$ cat config.mk
export PLATFORM = sky130hd
export DESIGN_NAME = write_back
export DESIGN_NICKNAME = d
export VERILOG_FILES = /design/src/rtl/beta_pkg.sv /design/src/rtl/wb_load_timer.sv /design/src/rtl/write_back.sv
export SDC_FILE = /design/constraint.sdc
export NUM_CORES = 1
export LEC_CHECK = 0
export CAP_MARGIN = 20
export CORE_UTILIZATION = 40
export DETAILED_ROUTE_END_ITERATION = 8
export GPL_TIMING_DRIVEN = 1
export PLACE_DENSITY = 0.75
export SLEW_MARGIN = 20
export SYNTH_ARGS = -nofsm -noshare
export SYNTH_HDL_FRONTEND = slang
export SYNTH_HIERARCHICAL = 1
export SYNTH_SLANG_ARGS = --single-unit
$ cat constraint.sdc
create_clock -name clk -period 3.8 [get_ports clk]
set_input_delay 0.57 -clock clk [delete_from_list [all_inputs] [get_ports clk]]
set_output_delay 0.57 -clock clk [all_outputs]
set_load 0.005 [all_outputs]
$ cat src/rtl/beta_pkg.sv
// Shared types and constants for the Beta pipeline stages.
package beta_pkg;

    typedef enum logic [1:0] {
        RES_ALU  = 2'd0,
        RES_LOAD = 2'd1,
        RES_PC4  = 2'd2
    } res_sel_t;

    typedef enum logic {
        WB_RUN       = 1'b0,
        WB_WAIT_LOAD = 1'b1
    } wb_state_t;

    // R31 reads as zero, so writes to it are dropped.
    localparam int unsigned ZERO_REG_IDX = 31;

endpackage

$ cat src/rtl/wb_load_timer.sv
// Wait counter for memory responses. It is cleared, counts while enabled, and
// flags expiry LOAD_TIMEOUT cycles after the owning request entered its stage.
module wb_load_timer #(
    parameter int unsigned LOAD_TIMEOUT = 255
) (
    input  logic clk,
    input  logic rst,
    input  logic i_clr,
    input  logic i_en,
    output logic o_expired
);

    localparam int unsigned CW = (LOAD_TIMEOUT > 1) ? $clog2(LOAD_TIMEOUT) : 1;
    localparam logic [CW-1:0] LAST = CW'(LOAD_TIMEOUT - 1);

    logic [CW-1:0] r_cnt;
    logic          w_expired;

    // The entry cycle is counted by the owner, so expiry is one short of LOAD_TIMEOUT.
    assign w_expired = (r_cnt == LAST);
    assign o_expired = w_expired;

    always_ff @(posedge clk) begin
        if (rst || i_clr) begin
            r_cnt <= '0;
        end else if (i_en && !w_expired) begin
            r_cnt <= r_cnt + CW'(1);
        end
    end

endmodule

$ cat src/rtl/write_back.sv
// Beta WB stage: holds the instruction leaving MEM, waits for load data,
// selects the result and drives the register-file write port and bypass.
module write_back
    import beta_pkg::*;
#(
    parameter int unsigned XLEN         = 32,
    parameter int unsigned RF_ADDR_W    = 6,
    parameter int unsigned ZERO_REG     = ZERO_REG_IDX,
    parameter int unsigned LOAD_TIMEOUT = 255
) (
    input  logic                 clk,
    input  logic                 rst,
    input  logic                 mem_valid,
    input  logic [1:0]           mem_res_sel,
    input  logic [XLEN-1:0]      mem_alu_result,
    input  logic [XLEN-1:0]      mem_pc_plus_four,
    input  logic [RF_ADDR_W-1:0] mem_rc,
    input  logic                 mem_rf_we,
    input  logic [XLEN-1:0]      dmem_rdata,
    input  logic                 dmem_rvalid,
    output logic                 wb_stall,
    output logic [RF_ADDR_W-1:0] rf_w_addr,
    output logic [XLEN-1:0]      rf_w_data,
    output logic                 rf_we,
    output logic [XLEN-1:0]      wb_bypass,
    output logic [RF_ADDR_W-1:0] wb_bypass_rc,
    output logic                 wb_bypass_valid,
    output logic                 load_err,
    output logic [31:0]          instret
);

    logic                 r_valid;
    logic [1:0]           r_sel;
    logic [XLEN-1:0]      r_alu;
    logic [XLEN-1:0]      r_pc4;
    logic [RF_ADDR_W-1:0] r_rc;
    logic                 r_we;
    wb_state_t            r_state;
    logic [31:0]          r_instret;

    wb_state_t            w_next_state;
    logic                 w_stall;
    logic                 w_complete;
    logic                 w_load_err;
    logic                 w_timer_en;
    logic                 w_timer_clr;
    logic                 w_expired;
    logic                 w_is_load;
    logic [XLEN-1:0]      w_load_data;
    logic [XLEN-1:0]      w_result;
    logic                 w_rf_we;

    wb_load_timer #(
        .LOAD_TIMEOUT(LOAD_TIMEOUT)
    ) u_timer (
        .clk      (clk),
        .rst      (rst),
        .i_clr    (w_timer_clr),
        .i_en     (w_timer_en),
        .o_expired(w_expired)
    );

    always_ff @(posedge clk) begin
        if (rst) begin
            r_valid <= 1'b0;
            r_sel   <= RES_ALU;
            r_alu   <= '0;
            r_pc4   <= '0;
            r_rc    <= '0;
            r_we    <= 1'b0;
        end else if (!w_stall) begin
            r_valid <= mem_valid;
            r_sel   <= mem_res_sel;
            r_alu   <= mem_alu_result;
            r_pc4   <= mem_pc_plus_four;
            r_rc    <= mem_rc;
            r_we    <= mem_rf_we;
        end
    end

    always_ff @(posedge clk) begin
        if (rst) begin
            r_state <= WB_RUN;
        end else begin
            r_state <= w_next_state;
        end
    end

    assign w_is_load   = (r_sel == RES_LOAD);
    assign w_timer_clr = (r_state == WB_RUN);

    // Gating with rst keeps outputs quiet during reset, even mid-wait.
    always_comb begin
        w_next_state = r_state;
        w_stall      = 1'b0;
        w_complete   = 1'b0;
        w_load_err   = 1'b0;
        w_timer_en   = 1'b0;
        w_load_data  = dmem_rdata;
        if (!rst && r_valid) begin
            case (r_state)
                WB_RUN: begin
                    if (!w_is_load || dmem_rvalid) begin
                        w_complete = 1'b1;
                    end else begin
                        w_stall      = 1'b1;
                        w_next_state = WB_WAIT_LOAD;
                    end
                end
                WB_WAIT_LOAD: begin
                    if (dmem_rvalid) begin
                        w_complete   = 1'b1;
                        w_next_state = WB_RUN;
                    end else if (w_expired) begin
                        w_complete   = 1'b1;
                        w_load_err   = 1'b1;
                        w_load_data  = '0;
                        w_next_state = WB_RUN;
                    end else begin
                        w_stall    = 1'b1;
                        w_timer_en = 1'b1;
                    end
                end
                default: w_next_state = WB_RUN;
            endcase
        end
    end

    always_comb begin
        case (r_sel)
            RES_LOAD: w_result = w_load_data;
            RES_PC4:  w_result = r_pc4;
            default:  w_result = r_alu;
        endcase
    end

    assign w_rf_we = w_complete && r_we && (r_rc != RF_ADDR_W'(ZERO_REG));

    always_ff @(posedge clk) begin
        if (rst) begin
            r_instret <= '0;
        end else if (w_complete) begin
            r_instret <= r_instret + 32'd1;
        end
    end

    assign wb_stall        = w_stall;
    assign rf_w_addr       = r_rc;
    assign rf_w_data       = w_result;
    assign rf_we           = w_rf_we;
    assign wb_bypass       = w_result;
    assign wb_bypass_rc    = r_rc;
    assign wb_bypass_valid = w_rf_we;
    assign load_err        = w_load_err;
    assign instret         = r_instret;

endmodule

# ---- Yosys cells after proc, flatten, opt, wreduce, memory -nomap -nowiden
# Cells that the tools add are included.
dict set report classes {
  shift 0
  multipliers 0
  muxes 20
  eq_ne 4
  n_reduce_logical 9
  bitwise_logic 1
  div_mod_pow 0
  magnitude_cmp 0
  add_sub_neg 2
}
# op n
set op_table {}
lappend op_table {{$mux 32} 4}
lappend op_table {{$pmux 32 s2} 1}
lappend op_table {{$add 32x1->32 const B} 1}
lappend op_table {{$mux 1} 13}
lappend op_table {{$add 8x1->8 const B} 1}
lappend op_table {{$eq 8x8->1 const B} 1}
lappend op_table {{$ne 6x5->1 const B} 1}
lappend op_table {{$logic_and 1x1->1} 4}
lappend op_table {{$pmux 1 s2} 2}
lappend op_table {{$logic_not 1->1} 3}
lappend op_table {{$eq 2x1->1 const B} 1}
lappend op_table {{$eq 2x2->1 const B} 1}
lappend op_table {{$logic_or 1x1->1} 2}
lappend op_table {{$not 1->1} 1}
dict set report totals {
  register_bits 115
  latch_bits 0
  mem_count 0
  output_inout_bits 112
  ramBits 0
  inputBits 109
  mem_bits_ro 0
  wordCells 45
}

# ---- Logic depth before layout (Yosys ltp)
# Gate-level depths: netlist of the first run.
dict set report logic_depth {
  ltp_word 8
  ltp_mapped 12
  mapped_depth_nobuf 10
}

# ---- Modules after synthesis
# The synthesis of the first run kept the hierarchy.
# module seq_area_each_um2 area_each_um2 cells_per_inst instances
set by_module_without_submodules {}
lappend by_module_without_submodules {write_back 2142.1 5151.2 682 1}
lappend by_module_without_submodules {wb_load_timer 160.2 442.9 51 1}

# ---- Worst setup path after synthesis of the first run
# No wires, ideal clock.
dict set report synth_path {
  path_type {input to output}
  start {in rst}
  end {out wb_bypass[0]}
  cell_stages 10
  required_time_ps 3230
  n_path_buf 5
  path_slack_ps 939
  arrival_ps 2291
  cell_sequence {buf_2 nand2b_1 clkbuf_1 nor4b_1 nor2b_1 clkbuf_1 clkbuf_1 a221oi_1 a21oi_1 buf_4}
}
dict set report synth_between {
  elab_chain_len 4
}
# element line_no
set synth_lines {}
lappend synth_lines {{from (decl)} write_back.sv:12} ;# input logic rst,
lappend synth_lines {{$logic_not 1->1} write_back.sv:100} ;# if (!rst && r_valid) begin
lappend synth_lines {{$logic_and 1x1->1} write_back.sv:100}
lappend synth_lines {{$mux 32} write_back.sv:100}
lappend synth_lines {{$pmux 32 s2} write_back.sv:130} ;# case (r_sel)
lappend synth_lines {{to (decl)} write_back.sv:25} ;# output logic [XLEN-1:0] wb_bypass,
# No other way between the ends.

# ---- Worst setup path in the final report of the first run
dict set report layout_path {
  start {reg u_timer.r_cnt[0]}
  end {out rf_w_data[22]}
}
dict set report layout_between {
  elab_chain_len 6
}
# element line_no
set layout_lines {}
lappend layout_lines {{from (decl)} wb_load_timer.sv:16} ;# logic [CW-1:0] r_cnt;
lappend layout_lines {{from (signal assigned)} wb_load_timer.sv:27} ;# r_cnt <= r_cnt + CW'(1);
lappend layout_lines {{$eq 8x8->1} wb_load_timer.sv:20} ;# assign w_expired = (r_cnt == LAST);
lappend layout_lines {{named net w_expired} write_back.sv:47} ;# logic w_expired;
lappend layout_lines {{$mux 32} write_back.sv:114} ;# end else if (w_expired) begin
lappend layout_lines {{$mux 32} write_back.sv:111} ;# if (dmem_rvalid) begin
lappend layout_lines {{$mux 32} write_back.sv:101} ;# case (r_state)
lappend layout_lines {{$mux 32} write_back.sv:100}
lappend layout_lines {{$pmux 32 s2} write_back.sv:130}
lappend layout_lines {{to (decl)} write_back.sv:23} ;# output logic [XLEN-1:0] rf_w_data,
# The timed path passes the listed nets, and every way through them passes these cells.

==> impl_metrics.ini, run 1 <==
[yosys]
synth-seq-cells = 115
ys.flop_type = dfxtp_1
yosys-top-cells-area = dfxtp_1, nand2_1, o21ai_0
yosysSeqAreaShare = 0.412
ys_types = 50
synthArstFlopShare = 0
synthCells = 733
synth_nets = 847
synth_top_area_share = 0.412
yosys.area.top_type = dfxtp_1
synth_warnings = 6
syn-cell-area_sq_um = 5590
avgSynthCellArea_sq_um = 7.63
synth-edff-count = 0

[grt]
overflow = 0
grt_pass1_wl_um = 25100
grt_pass1_vias = 4998
grt_max_degree = 148
track_usage = 0.221
antenna_found_initial = 0

[routing]
via_per_inst = 5.09
ant_nets = 0
drcViolationCount = 0
first_pass_iters = 5
drt_wl_total_um = 15900
first_iter_violations = 325
drt-wirelength-per-cell_um = 14.8
vias = 5492

[sta]
fin_setup_tns_ps = 0
slew_headroom = 0.358
max_freq_mhz = 281
skew_ps = 10.5
slew_viol_final = 0
final.period_utilization = 0.937
period_needed_ps = 3560
hold_viol = 0
rsz0062_at_grt = false
whs_ps = 449
tightestPinTransition_ps = 963
setup-violations-final = 0

[final_layout]
multi_input_area_sq_um = 2660
n_fill_cell = 1233
layout_common_cells = clkdlybuf4s50_1, nand2_1, dfxtp_1
finalNonFillerCells = 1079
seq_area_sq_um = 2300
fin_nets = 1007
mostFrequentLayoutCell = clkdlybuf4s50_1
final_area_sq_um = 8190
area_delta_synth_final_pct = 46.5
drive_gt1_frac = 0.0509
n_antenna_cell = 0

[die]
die_w_um = 120
initial_utilization = 0.416
die_area_sq_um = 14500
num_rows = 42
fp.dieH_um = 120
ios = 221
core-area_sq_um = 13500

[placement]
port_buffers = 220
placed_cells = 1050
gp_congestion = 0.824
place_area_sq_um = 7620
dp_hpwl_um = 11000

[clocking]
cts_buffer_depth = 2
numClockSinks = 115
cts_tree = built
ctsRootBufferMaster = clkbuf_16
clk_latency_ps = 410
cts_buffers = 17
holdBufCountCts = 0
path_clk_slew_ps = 50
post_cts_buffers = 0
htreeDepth = 4

[status]
outcome = finished, final reports clean

[power]
irDropWorstVdd_mv = 0.397
clkPwrFrac = 0.455
switchingPower_uw = 747
powerDensity_nw_per_um2 = 407
p_leak_uw = 0.00292
comb_power_share = 0.160
seq_power_share = 0.385
p_sw_frac = 0.224
p_total_uw = 3330
p_int_uw = 2590

[setup_path]
critPathRequiredTime_ps = 3230
cp_max_fo = 32
crit_arrival_ps = 2990
crit_path_end_kind = output port
path_class = reg2out
critPathLaunchType = flip-flop

[run]
drv_cap = 0

[min_path]
hp-class = reg2reg
synth_stat cells, drive strengths merged (5+ instances only):
cell,count
nand2,168
nor4,13
nand4,11
dfxtp,115
inv,43
buf,45
a221oi,32
xnor2,17
nand3,15
or4,5
nor2,26
ha,5
clkbuf,43
a21oi,47
nor3,7
and3,5
o21ai,80
state kept, by name, summed over array words and instances, names as in the netlist:
signal / count
r_state: 1
r_alu: 32
instret: 32
u_timer/r_cnt: 8
r_we: 1
rf_w_addr: 6
r_pc4: 32
r_valid: 1
r_sel: 2
critical path, cell delays in order, from the launching register on:
cell and delay [ps]:
dfxtp_1 380, inv_1 80, ha_1 230, and3_1 230, nand2_1 100, inv_1 60
nor4b_2 170, nor2b_2 140, buf_8 250, a221oi_1 110, a21oi_1 230, clkdlybuf4s50_1 570
worst paths after layout:
kind	from	end	slack [ps]	cells after the start
worst max-delay path	u_timer/r_cnt[0]	rf_w_data[22]	240	11
worst max register to register	u_timer/r_cnt[1]	instret[23]	850	10
worst min register to register	r_alu[1]	r_alu[1]	450	2
worst min-delay path	r_alu[1]	r_alu[1]	450	2
routing by layer:
metal / vias to the layer above / GRT usage / part of all wire
li1: 2799 / - / -
met1: 2512 / 0.272 / 0.43
met2: 157 / 0.362 / 0.48
met3: 24 / 0.0656 / 0.061
met4: 0 / 0.0872 / 0.020
met5: - / 0 / 0
what timing repair did:
action,CTS,global route
setup endpoints to repair,0,64
gates resized for setup,0,3
endpoints found under the hold margin,0,0
cells by family after synthesis:
kind of cell / synth area share
DFF: 0.412
adders and majority gates: 0.0112
buffers and inverters: 0.117
muxes: 0.00716
xor gates and xnor gates: 0.0297
AOI/OAI and AO/OA: 0.194
and+or+nand+nor: 0.229
cell type report:
class	count	area share
Clock buffer	23	0.0583
Clock inverter	6	0.00977
Inverter	43	0.0197
Multi-Input combinational cell	487	0.325
Sequential cell	115	0.281
Tap cell	176	0.0269
Timing Repair Buffer	229	0.279
metrics by stage:
stage                      util  setup slack (ps)
final                     0.609               241
after global routing      0.609              17.4
after CTS                 0.608              97.2
after detailed placement  0.566               359
after global placement    0.566               391
after floorplan               -               939
power groups by stage:
| stage | logic (uW) | registers (uW) | clock network (uW) |
|---|---|---|---|
| 6_report | 533 | 1280 | 1520 |
| 5_1_grt | 578 | 1290 | 1610 |
| 2_1_floorplan | 242 | 1300 | 0 |
| 3_5_place_dp | 530 | 1310 | 0 |
| 4_1_cts | 534 | 1280 | 1550 |
| 3_3_place_gp | 527 | 1310 | 0 |
Note: power is estimated with default switching activity, not from simulation.
==> run 2: changes to the inputs <==
- PLACE_DENSITY: 0.75 -> 0.84
- clock period: 3.8 -> 3.2 ns (I/O delays scaled with it)
==> impl_metrics.ini, run 2 (synthesis gave the netlist of run 1 again) <==
[final_layout]
drive_gt1_frac = 0.0990
final_area_sq_um = 8610
n_antenna_cell = 0
layout_common_cells = nand2_1, clkdlybuf4s50_1, dfxtp_1
area_delta_synth_final_pct = 53.9
fin_util = 0.640
n_fill_cell = 1132
fin_nets = 1023
finalNonFillerCells = 1095
mostFrequentLayoutCell = nand2_1

[setup_path]
critPathRequiredTime_ps = 2720
path_class = reg2out
crit_arrival_ps = 2670
crit_path_end_kind = output port
cp_max_fo = 16
critPathLaunchType = flip-flop

[routing]
drt-wirelength-per-cell_um = 15.6
vias = 5700
first_pass_iters = 5
ant_nets = 0
drt_wl_total_um = 17100
via_per_inst = 5.21
first_iter_violations = 453
drcViolationCount = 0

[die]
initial_utilization = 0.416
die_area_sq_um = 14500
die_w_um = 120
fp.dieH_um = 120
num_rows = 42
core-area_sq_um = 13500
ios = 221

[clocking]
cts_buffer_depth = 2
cts_buffers = 17
path_clk_slew_ps = 50
htreeDepth = 4
holdBufCountCts = 0
numClockSinks = 115
ctsRootBufferMaster = clkbuf_16
clk_latency_ps = 400
cts_tree = built

[grt]
grt_pass1_vias = 5234
top_usage_layer = met2
overflow = 0
grt_max_degree = 148
met3_usage = 0.0505
antenna_found_initial = 0
track_usage = 0.226
grt_pass1_wl_um = 25800
gr-usage-met2 = 0.378
met1_usage = 0.278

[power]
powerDensity_nw_per_um2 = 473
p_leak_uw = 0.00336
irDropWorstVdd_mv = 0.353

[sta]
period_needed_ps = 3150
rsz0062_at_grt = true
max_freq_mhz = 317
fin_setup_tns_ps = 0
final.period_utilization = 0.986
slew_headroom = 0.598
skew_ps = 11.7
setup-violations-final = 0
hold_viol = 0
setup_ws_ps = 46.0
slew_viol_final = 0
tightestPinTransition_ps = 602

[run]
drv_cap = 0

[placement]
place_area_sq_um = 7710
gp_congestion = 0.835
placed_cells = 1055
port_buffers = 220
place_ws_ps = -6.77
dp_hpwl_um = 11300

[status]
outcome = finished, final reports clean

[min_path]
hp-class = reg2reg
==> run 2: metrics by stage <==
step	total power (uW)	hold WS, ps
after floorplan	1830	425
after global placement	2180	433
after detailed placement	2200	442
after CTS	4070	455
after global routing	4240	482
final	4080	450
==> run 2: final timing paths <==
path | end | from | slack, ps | cells past startpoint
max | rf_w_data[13] | u_timer/r_cnt[0] | 50 | 11
min | r_alu[30] | r_alu[30] | 450 | 2
max reg2reg | instret[23] | u_timer/r_cnt[0] | 560 | 10
min reg2reg | r_alu[30] | r_alu[30] | 450 | 2
==> run 2: area by class of cell <==
cell class | instances | area, sq um | area share
Timing Repair Buffer | 245 | 2470 | 0.287
Inverter | 43 | 161 | 0.0187
Clock inverter | 5 | 100 | 0.0116
Multi-Input combinational cell | 487 | 2860 | 0.332
Tap cell | 176 | 220 | 0.0256
Sequential cell | 115 | 2300 | 0.268
Clock buffer | 24 | 492 | 0.0571
==> run 2: per-layer routing <==
layer,share of wire,up-vias
li1,-,2848
met1,0.43,2644
met2,0.49,186
met3,0.055,22
met4,0.021,0
met5,0,-
==> run 2: critical path: stages, from the launching register on <==
cell	delay, ps
dfxtp_2	360
inv_2	50
ha_2	180
and3_4	190
nand2_1	100
inv_2	60
nor4b_4	130
nor2b_2	180
buf_12	180
a221oi_1	90
a21oi_1	200
clkdlybuf4s50_1	530
==> run 2: power by group <==
group / total [uW] / switching, uW / internal, uW
sequential: 1530 / 38.9 / 1490
combinational: 644 / 272 / 373
clock: 1900 / 614 / 1290
==> run 2: what timing repair did <==
item	4_1_cts	5_1_grt
endpoints found under the setup margin	66	60
pin swaps	0	6
buffers inserted	3	7
gates resized for setup	53	52
gates cloned	1	0
